===== src/rtl/timer_arbiter.sv =====
// Round-robin arbiter sharing one saturating down-counter among REQ requesters.
// Each grant loads the winner's duration, counts to zero and pulses that winner's done line.
module timer_arbiter #(
  parameter int unsigned N   = 6,
  parameter int unsigned REQ = 4
) (
  input  logic             clk,
  input  logic             rst,
  input  logic [REQ-1:0]   req,
  input  logic [REQ*N-1:0] duration,
  input  logic             pause,
  output logic [REQ-1:0]   grant,
  output logic             busy,
  output logic [N-1:0]     count,
  output logic [REQ-1:0]   done
);

  localparam int unsigned IW = (REQ > 1) ? $clog2(REQ) : 1;

  typedef enum logic [1:0] {StIdle, StLoad, StRun, StDone} state_e;

  state_e         state_q, state_d;
  logic [REQ-1:0] grant_q, grant_d;
  logic [N-1:0]   count_q, count_d;
  logic [N-1:0]   dur_q, dur_d;
  logic [IW-1:0]  ptr_q, ptr_d;
  logic [IW-1:0]  win_q, win_d;

  logic [N-1:0]   dur_arr [REQ];
  logic [IW-1:0]  pick;
  logic [IW-1:0]  idx;
  logic           found;
  logic [IW-1:0]  win_next;

  for (genvar i = 0; i < REQ; i++) begin : g_dur
    assign dur_arr[i] = duration[i*N +: N];
  end

  // First requester at or above the pointer, wrapping modulo REQ.
  always_comb begin
    pick  = '0;
    idx   = '0;
    found = 1'b0;
    for (int unsigned k = 0; k < REQ; k++) begin
      idx = IW'((32'(ptr_q) + k) % REQ);
      if (!found && req[idx]) begin
        found = 1'b1;
        pick  = idx;
      end
    end
  end

  assign win_next = (win_q == IW'(REQ - 1)) ? '0 : win_q + IW'(1);

  always_comb begin
    state_d = state_q;
    grant_d = grant_q;
    count_d = count_q;
    dur_d   = dur_q;
    ptr_d   = ptr_q;
    win_d   = win_q;
    unique case (state_q)
      StIdle: begin
        if (found) begin
          grant_d = REQ'(1) << pick;
          win_d   = pick;
          dur_d   = dur_arr[pick];
          state_d = StLoad;
        end
      end
      StLoad: begin
        count_d = dur_q;
        state_d = StRun;
      end
      StRun: begin
        // Abort wins over pause and zero-detect; the count is left where it stopped.
        if (!req[win_q]) begin
          grant_d = '0;
          ptr_d   = win_next;
          state_d = StIdle;
        end else if (pause) begin
          state_d = StRun;
        end else if (count_q == '0) begin
          state_d = StDone;
        end else begin
          count_d = count_q - N'(1);
        end
      end
      StDone: begin
        grant_d = '0;
        ptr_d   = win_next;
        state_d = StIdle;
      end
      default: state_d = StIdle;
    endcase
  end

  always_ff @(posedge clk or posedge rst) begin
    if (rst) begin
      state_q <= StIdle;
      grant_q <= '0;
      count_q <= '0;
      dur_q   <= '0;
      ptr_q   <= '0;
      win_q   <= '0;
    end else begin
      state_q <= state_d;
      grant_q <= grant_d;
      count_q <= count_d;
      dur_q   <= dur_d;
      ptr_q   <= ptr_d;
      win_q   <= win_d;
    end
  end

  assign grant = grant_q;
  assign busy  = (state_q != StIdle);
  assign count = count_q;
  assign done  = (state_q == StDone) ? grant_q : '0;

endmodule


===== config.mk =====
export PLATFORM = sky130hd
export DESIGN_NAME = timer_arbiter
export DESIGN_NICKNAME = d
export VERILOG_FILES = /design/src/rtl/timer_arbiter.sv
export SDC_FILE = /design/constraint.sdc
export NUM_CORES = 1
export LEC_CHECK = 0
export BUFFER_PORTS_ARGS = -buffer_cell sky130_fd_sc_hd__clkbuf_2
export CAP_MARGIN = 20
export CORE_ASPECT_RATIO = 0.6
export CORE_MARGIN = 3
export CORE_UTILIZATION = 45
export DETAILED_ROUTE_END_ITERATION = 10
export PLACE_DENSITY = 0.69
export SKIP_LAST_GASP = 1
export SYNTH_ARGS = -nofsm -noshare
export SYNTH_HDL_FRONTEND = slang
export SYNTH_SLANG_ARGS = --single-unit

===== constraint.sdc =====
create_clock -name clk -period 3.94 [get_ports clk]
set_input_delay 0.394 -clock clk [delete_from_list [all_inputs] [get_ports clk]]
set_output_delay 0.394 -clock clk [all_outputs]
set_load 0.01 [all_outputs]

==> results of run 1 <==
-- final timing paths --
check | from | cells past startpoint | slack [ns] | endpoint
min reg2reg | dur_q[4] | 2 | 0.50 | dur_q[4]
min | rst | 2 | 0.26 | grant[2]
min in group clk | duration[20] | 3 | 0.44 | dur_q[2]
max reg2reg | count[0] | 7 | 1.80 | count[0]
max in group asynchronous | rst | 2 | 3.17 | count[3]
max | count[0] | 7 | 1.80 | count[0]
-- layout by cell type, fill, tap and decap left out, drive strengths merged, types with 3 or more instances in the layout --
master / count
a2111oi: 6
a211oi: 6
a21oi: 11
and3: 4
clkbuf: 49
dfrtp: 22
inv: 6
mux2i: 7
nand2: 17
nand2b: 4
nand3: 3
nor2: 16
nor2b: 4
nor3b: 5
o21ai: 5
o22ai: 3
o31ai: 3
or2: 3
-- cells by family after synthesis --
kind of cell	Yosys count	share of synthesized area (%)
adders and majority gates	2	1.79
muxes	9	7.41
DFF	22	39.3
AOI/OAI and AO/OA	44	24.2
and+or+nand+nor	62	22.1
buffers and inverters	11	5.18
-- worst max-delay path, cell delays in order, from the launching register on --
cell and delay, ns:
dfrtp_1 0.41, inv_1 0.06, ha_1 0.21, or3b_2 0.23
nor3_1 0.07, o31ai_2 0.73, mux2i_1 0.25, nand2_1 0.06
-- report_power, final --
| part | total, uW | switching [uW] | leakage (uW) | internal, uW |
|---|---|---|---|---|
| logic | 651 | 375 | 0.000509 | 276 |
| clock network | 160 | 71.1 | 0.0000288 | 89.0 |
| registers | 447 | 111 | 0.000260 | 336 |
-- state kept, by name (all words and copies together) (netlist names) --
name,cells
grant,4
count,6
state_q,2
ptr_q,2
dur_q,6
win_q,2
-- stage by stage --
stage	power (uW)	util, %	instance area [sq um]	hold WS [ns]
after CTS	1260	61.5	1680	0.310
final	1260	61.5	1680	0.265
after detailed placement	1100	59.5	1630	0.487
after global placement	1070	59.5	1630	0.493
after global routing	1370	61.5	1680	0.350
after floorplan	948	-	1400	0.383
-- layer usage --
layer | up-vias | routed length [um]
met5 | - | 0
met4 | 0 | 12
met3 | 2 | 177
met2 | 44 | 1490
met1 | 626 | 1720
li1 | 644 | -
-- layout make-up --
class                   instances  area [sq um]  area share, %
well taps                      40          50.0           2.98
multi-input cells             117           778           46.3
clock buffers                   4          55.1           3.27
repair buffers                 45           225           13.4
inverters                       6          22.5           1.34
flip-flops and latches         22           551           32.7
==> impl_metrics.ini, run 1 <==
[floorplan]
die-area_sq_mm = 0.00384
ios = 46
fp.dieW_um = 78.0
fp-row-count = 14
start_util_pct = 51.3
coreArea_sq_mm = 0.00273
fp.dieH_um = 49.2

[detailed_routing]
post_drt_wl_per_cell_um = 14.5
drc = 0
viasPerCell = 5.62
finalWirelength_um = 3400
final_antenna_net_count = 0
drt_first_iter_violations = 101
vias = 1316
drtPass1Iterations = 4

[global_route]
grt_use_met2_pct = 28.3
grt_pass1_vias = 1210
antenna_found_initial = 0
gr-total-overflow = 0
grt_busiest_layer = met2
grt_max_degree = 23
met3_usage_pct = 4.61
grt_first_pass_wirelength_um = 5730
grt_usage_pct = 18.4
gr-usage-met1_pct = 26.9

[clock_tree]
cts_tree = built
ctsRootBufferMaster = clkbuf_8
hold_buffers = 0
h-tree-depth = 1
cts_buffer_depth = 2
insertion_delay_ns = 0.26
post_cts_buffers = 0
clock_sinks = 22
cts_buffers = 3
cts_resized = 0
clk_pin_slew_worst_paths_ns = 0.08

[yosys]
synth_top_area_share_pct = 39.3
ys_seq_area_share_pct = 39.3
syn_area_sq_mm = 0.00140
ys_ff_latch = 22
synthTopCellsByArea = dfrtp_1, mux2i_1, nand2_1
synth_fp_nets = 183
yosys_warnings = 0
syn-mean-instance-area_sq_um = 9.34
synthCells = 150
ys_dominant_reg_cell = dfrtp_1
synth_most_common_cell = dfrtp_1
synth_edf_count = 0
ys_top_cells_by_count = dfrtp_1, nand2_1, nor2_1
synth_cell_types = 42
synth_area_leader_cell = dfrtp_1
async_flop_share_pct = 100

[sta]
worst_slack_ns = 1.80
setup_viol = 0
slew_headroom_pct = 43.0
hold_viol = 0
fmax_ghz = 0.468
rsz0062_at_grt = false
skew_ns = 0.00161
tightest_slew_ns = 0.850
period_share_pct = 54.2
tns_ns = 0
fin_crit_ns = 2.14
maxSlewViolCount = 0

[placement]
io_buffers = 45
hpwl_um = 2730
place_inst = 230
place_worst_setup_slack_ns = 1.85
gp_congestion = 0.823

[power_and_ir_drop]
cellPowerDensity_mw_per_mm2 = 749
vdd_ir_drop_max_v = 0.000303
p_leak_uw = 0.000798

[worst_setup_path]
worstSetupEndpointType = flop
critPathKind = reg -> reg
path_max_fanout = 12
critPathLaunchType = flop
worstPathRequired_ns = 4.09
crit_arrival_ns = 2.29

[status]
status = complete, no violations

[final_layout]
synthToLayoutAreaGrowth_pct = 20.0
n_antenna_cell = 0
nets = 228
n_fill_cell = 232
layout-drive-gt1-share_pct = 31.4
instances_no_fill = 234

[run]
maxCapViolCount = 0

[worst_hold_path]
hp-class = in -> async
(Power assumes the default switching activity.)
==> run 2: changes to the inputs <==
==> constraint.sdc (replaced) <==
create_clock -name clk -period 2 [get_ports clk]
set_input_delay 0.2 -clock clk [delete_from_list [all_inputs] [get_ports clk]]
set_output_delay 0.2 -clock clk [all_outputs]
set_load 0.01 [all_outputs]
==> run 2 against run 1 <==
Sequential power up 93%. Register-to-register slack worse by 1.7 ns. Wire length up 2.5%. Non-clock buffer count increased by 7. Utilization increased by 2.2 points. Critical endpoint is now dur_q[0]. Largest cell class unchanged.
==> impl_metrics.ini, run 2 (synthesis results as in run 1) <==
[worst_setup_path]
cp_slowest_cell = a2111oi_0
path_buf_inv = 0
path_max_fanout = 14
reg2reg_slack_ns = 0.11
critPathKind = reg -> reg
cp.depth = 5
startpoint = ptr_q[1]
worstPathRequired_ns = 2.12
timing.rr.end = dur_q[0]
r2r_cells = 5
crit_arrival_ns = 2.02
crit_end = dur_q[0]
worstSetupEndpointType = flop
critPathLaunchType = flop
r2r-start = ptr_q[1]
slowest_delay_ns = 0.54
path_delay_family = compound AO/OA/AOI/OAI gates
path_cells = mux2i_1, o22ai_2, or2_4, a2111oi_0, a211oi_1

[run]
maxCapViolCount = 0

[detailed_routing]
drtPass1Iterations = 4
drt_first_iter_violations = 72
post_drt_wl_per_cell_um = 14.5
final_antenna_net_count = 0
viasPerCell = 5.60
vias = 1343
drc = 0
finalWirelength_um = 3480

[global_route]
grt_usage_pct = 18.6
grt_pass1_vias = 1241
antenna_found_initial = 0
grt_max_degree = 23
grt_first_pass_wirelength_um = 5720
gr-total-overflow = 0

[floorplan]
ios = 46
die-area_sq_mm = 0.00384
fp-row-count = 14
fp.dieH_um = 49.2
fp.dieW_um = 78.0
start_util_pct = 51.3
coreArea_sq_mm = 0.00273

[sta]
period_share_pct = 94.7
worst_slack_ns = 0.106
skew_ns = 0.00243
tightest_slew_ns = 0.851
setup_viol = 0
maxSlewViolCount = 0
hold_viol = 0
fmax_ghz = 0.528
tns_ns = 0
rsz0062_at_grt = false
fin_crit_ns = 1.89
slew_headroom_pct = 43.2

[placement]
gp_congestion = 0.829
hpwl_um = 2720
place_inst = 237
place_worst_setup_slack_ns = -0.0100
io_buffers = 45

[final_layout]
final_common_cell = clkbuf_2
instances_no_fill = 240
synthToLayoutAreaGrowth_pct = 24.2
layout-drive-gt1-share_pct = 34.0
postLayoutCoreUtil_pct = 63.7
final_cell_mix = clkbuf_2, dfrtp_1, nand2_1, nor2_1, a21oi_1
nets = 235
n_antenna_cell = 0

[clock_tree]
h-tree-depth = 1
cts_buffers = 3
cts_tree = built
hold_buffers = 0
clk_pin_slew_worst_paths_ns = 0.08
ctsRootBufferMaster = clkbuf_8
cts_buffer_depth = 2
insertion_delay_ns = 0.26
clock_sinks = 22

[power_and_ir_drop]
p_leak_uw = 0.000833
switching_share_pct = 44.4
comb_power_share_pct = 55.8
p_int_uw = 1430
seqPwrFrac_pct = 33.5
cellPowerDensity_mw_per_mm2 = 1480
vdd_ir_drop_max_v = 0.000586
power.share.clock_pct = 10.7
switchingPower_uw = 1140

[worst_hold_path]
hp-class = in -> async

[status]
status = complete, no violations
[run 2: cell count changes in the layout (fill, tap and decap cells not counted), sizes merged]
| cell | delta |
|---|---|
| clkbuf | -1 |
| buf | +7 |
[run 2: how the worst min path moves through the flow]
stage	startpoint	end	slack, ns	cells after the start
3_3_place_gp	rst	state_q[0]	0.39	2
3_5_place_dp	rst	grant[2]	0.39	2
4_1_cts	rst	count[3]	0.12	2
6_report	rst	grant[2]	0.08	2
5_1_grt	rst	count[3]	0.16	2
2_1_floorplan	rst	count[0]	0.19	1
[run 2: worst reg2reg max path, delay by kind of cell, from the launching register on]
kind	cells	cell delay, ns
compound gates	3	0.74
flops	1	0.41
mux	1	0.26
simple gates	1	0.34
[run 2: cell type report]
type | instances | area [sq um]
multi-input cells | 117 | 798
fillers | 247 | 992
repair buffers | 52 | 278
well taps | 40 | 50.0
flip-flops and latches | 22 | 551
clock buffers | 3 | 41.3
inverters | 6 | 22.5
[run 2: power groups by stage]
stage          logic (uW)  registers (uW)  clock network, uW
2_1_floorplan        1010             855                  0
3_3_place_gp         1370             850                  0
3_5_place_dp         1410             862                  0
4_1_cts              1430             852                277
5_1_grt              1590             901                298
6_report             1440             863                276
[run 2: routing by layer]
metal | wire length (um) | global-route usage [%] | vias to the layer above
li1 | - | - | 656
met1 | 1700 | 26.8 | 628
met2 | 1490 | 28.8 | 55
met3 | 273 | 5.35 | 4
met4 | 15 | 1.45 | 0
met5 | 0 | 0 | -
[run 2: what timing repair did]
| item | CTS | global route |
|---|---|---|
| buffers inserted | 0 | 0 |
| setup endpoints to repair | 1 | 6 |
| gates resized for setup | 1 | 2 |
| pin swaps | 0 | 0 |
[run 2: per-stage QoR]
| step | power [uW] | cell area, sq um | hold WS [ns] |
|---|---|---|---|
| 4_1_cts | 2560 | 1730 | 0.116 |
| 2_1_floorplan | 1870 | 1400 | 0.189 |
| 3_5_place_dp | 2270 | 1680 | 0.395 |
| 3_3_place_gp | 2220 | 1680 | 0.386 |
| 5_1_grt | 2790 | 1740 | 0.163 |
| 6_report | 2580 | 1740 | 0.0830 |
==> run 3: changes to the inputs <==
--- a/config.mk
+++ b/config.mk
@@ -7,7 +7,6 @@
 export LEC_CHECK = 0
 export BUFFER_PORTS_ARGS = -buffer_cell sky130_fd_sc_hd__clkbuf_2
 export CAP_MARGIN = 20
-export CORE_ASPECT_RATIO = 0.6
 export CORE_MARGIN = 3
 export CORE_UTILIZATION = 45
 export DETAILED_ROUTE_END_ITERATION = 10
==> constraint.sdc (replaced) <==
create_clock -name clk -period 2.2 [get_ports clk]
set_input_delay 0.22 -clock clk [delete_from_list [all_inputs] [get_ports clk]]
set_output_delay 0.22 -clock clk [all_outputs]
set_load 0.01 [all_outputs]
==> run 3 against run 2 <==
Hold slack lost 0.057 ns. Sequential power shrank 8.2%. Clock skew grew 0.0074 ns.
==> impl_metrics.ini, run 3 (synthesis results as in run 1) <==
[final_layout]
synthToLayoutAreaGrowth_pct = 20.6
n_fill_cell = 245
final_cell_mix = clkbuf_2, dfrtp_1, nand2_1, nor2_1, a21oi_1
layout-drive-gt1-share_pct = 32.8
nets = 232
fin_area_sq_mm = 0.00169
final_common_cell = clkbuf_2
n_antenna_cell = 0

[placement]
io_buffers = 45
hpwl_um = 2640
place_area_sq_mm = 0.00165
gp_congestion = 0.827
place_worst_setup_slack_ns = 0.125

[global_route]
met3_usage_pct = 5.37
grt_usage_pct = 18.8
grt_pass1_vias = 1209
gr-total-overflow = 0
grt_busiest_layer = met2
gr-usage-met1_pct = 24.6
grt_max_degree = 23
antenna_found_initial = 0
grt_use_met2_pct = 30.8
grt_first_pass_wirelength_um = 5380

[detailed_routing]
drtPass1Iterations = 4
drt_first_iter_violations = 94
post_drt_wl_per_cell_um = 14.4
finalWirelength_um = 3310
viasPerCell = 5.63
vias = 1290
drc = 0
final_antenna_net_count = 0

[power_and_ir_drop]
p_leak_uw = 0.000812
switching_share_pct = 44.3
switchingPower_uw = 990
vdd_ir_drop_max_v = 0.000565
comb_power_share_pct = 54.6
cellPowerDensity_mw_per_mm2 = 1320
p_int_uw = 1250
power.share.clock_pct = 10.0
seqPwrFrac_pct = 35.4

[sta]
fin_crit_ns = 2.06
maxSlewViolCount = 0
setup_viol = 0
rsz0062_at_grt = false
tightest_slew_ns = 0.819
period_share_pct = 93.4
skew_ns = 0.00988
fmax_ghz = 0.486
tns_ns = 0
slew_headroom_pct = 45.4
hold_viol = 0
worst_slack_ns = 0.144

[clock_tree]
cts_tree = built
ctsRootBufferMaster = clkbuf_4
cts_buffers = 3
clock_sinks = 22
insertion_delay_ns = 0.31
h-tree-depth = 1
cts_buffer_depth = 2
hold_buffers = 0
clk_pin_slew_worst_paths_ns = 0.13

[run]
maxCapViolCount = 0

[floorplan]
coreArea_sq_mm = 0.00285
fp.dieH_um = 61.8
fp-row-count = 19
ios = 46
die-area_sq_mm = 0.00382
fp.dieW_um = 61.8
start_util_pct = 49.1

[worst_setup_path]
slowest_delay_ns = 0.48
worstPathRequired_ns = 2.38
crit_arrival_ns = 2.24
reg2reg_slack_ns = 0.14
critPathLaunchType = flop
path_cells = inv_1, ha_1, or3b_2, nor3_1, o31ai_4, a21oi_1, a21oi_1
crit_top_cell = a21oi_1
cp_slowest_cell = or3b_2
critPathKind = reg -> reg
worstSetupEndpointType = flop
path_max_fanout = 12

[status]
status = complete, no violations

[worst_hold_path]
hp-class = in -> async
run 3: cell types whose count changed in the layout (fill, tap and decap cells not counted):
cell      previous run  this run
buf_4                7         4
clkbuf_4             0         3
clkbuf_8             3         1
nor3_1               1         2
nor3_4               1         0
run 3: stage by stage:
stage	util (%)	total power, uW	hold WS, ns	std cells
4_1_cts	58.9	2230	0.0550	229
6_report	59.3	2240	0.0260	229
3_5_place_dp	57.7	2010	0.402	225
2_1_floorplan	-	1700	0.209	150
5_1_grt	59.3	2460	0.0990	229
3_3_place_gp	57.7	1970	0.395	225
run 3: layout make-up:
| class | instances | area, sq um | area share (%) |
|---|---|---|---|
| multi-input combinational | 117 | 787 | 46.6 |
| sequential | 22 | 551 | 32.6 |
| timing repair buffer | 49 | 255 | 15.1 |
| tap | 31 | 38.8 | 2.29 |
| clock buffer | 4 | 36.3 | 2.15 |
| inverter | 6 | 22.5 | 1.33 |
run 3: metal layers:
metal | share of wire [%] | vias to the layer above
li1 | - | 652
met1 | 44 | 586
met2 | 48 | 48
met3 | 7.2 | 4
met4 | 0.63 | 0
met5 | 0 | -
run 3: repair_timing:
item                                    CTS  global route
setup buffers                             0             0
resized for setup                         0             1
endpoints found under the setup margin    0             4
run 3: worst max-delay path, delay by kind of cell, from the launching register on:
family / cells / cell delay, ns
compound gates: 3 / 0.42
simple gates: 2 / 0.83
buf+inv: 1 / 0.07
fa+ha+maj: 1 / 0.17
flops: 1 / 0.44
run 3: final timing paths:
path / from / end / cells after the start
max: count[0] / count[4] / 7
min: rst / count[5] / 2
max reg2reg: count[0] / count[4] / 7
min reg2reg: dur_q[4] / dur_q[4] / 2
max in group asynchronous: rst / win_q[1] / 2
min in group clk: duration[21] / dur_q[3] / 3
run 3: power by group through the flow:
stage	Sequential (uW)	Clock (uW)	Combinational [uW]
after floorplan	777	0	921
after global placement	787	0	1180
after detailed placement	800	0	1210
after CTS	790	229	1210
after global routing	828	249	1380
final	792	224	1220
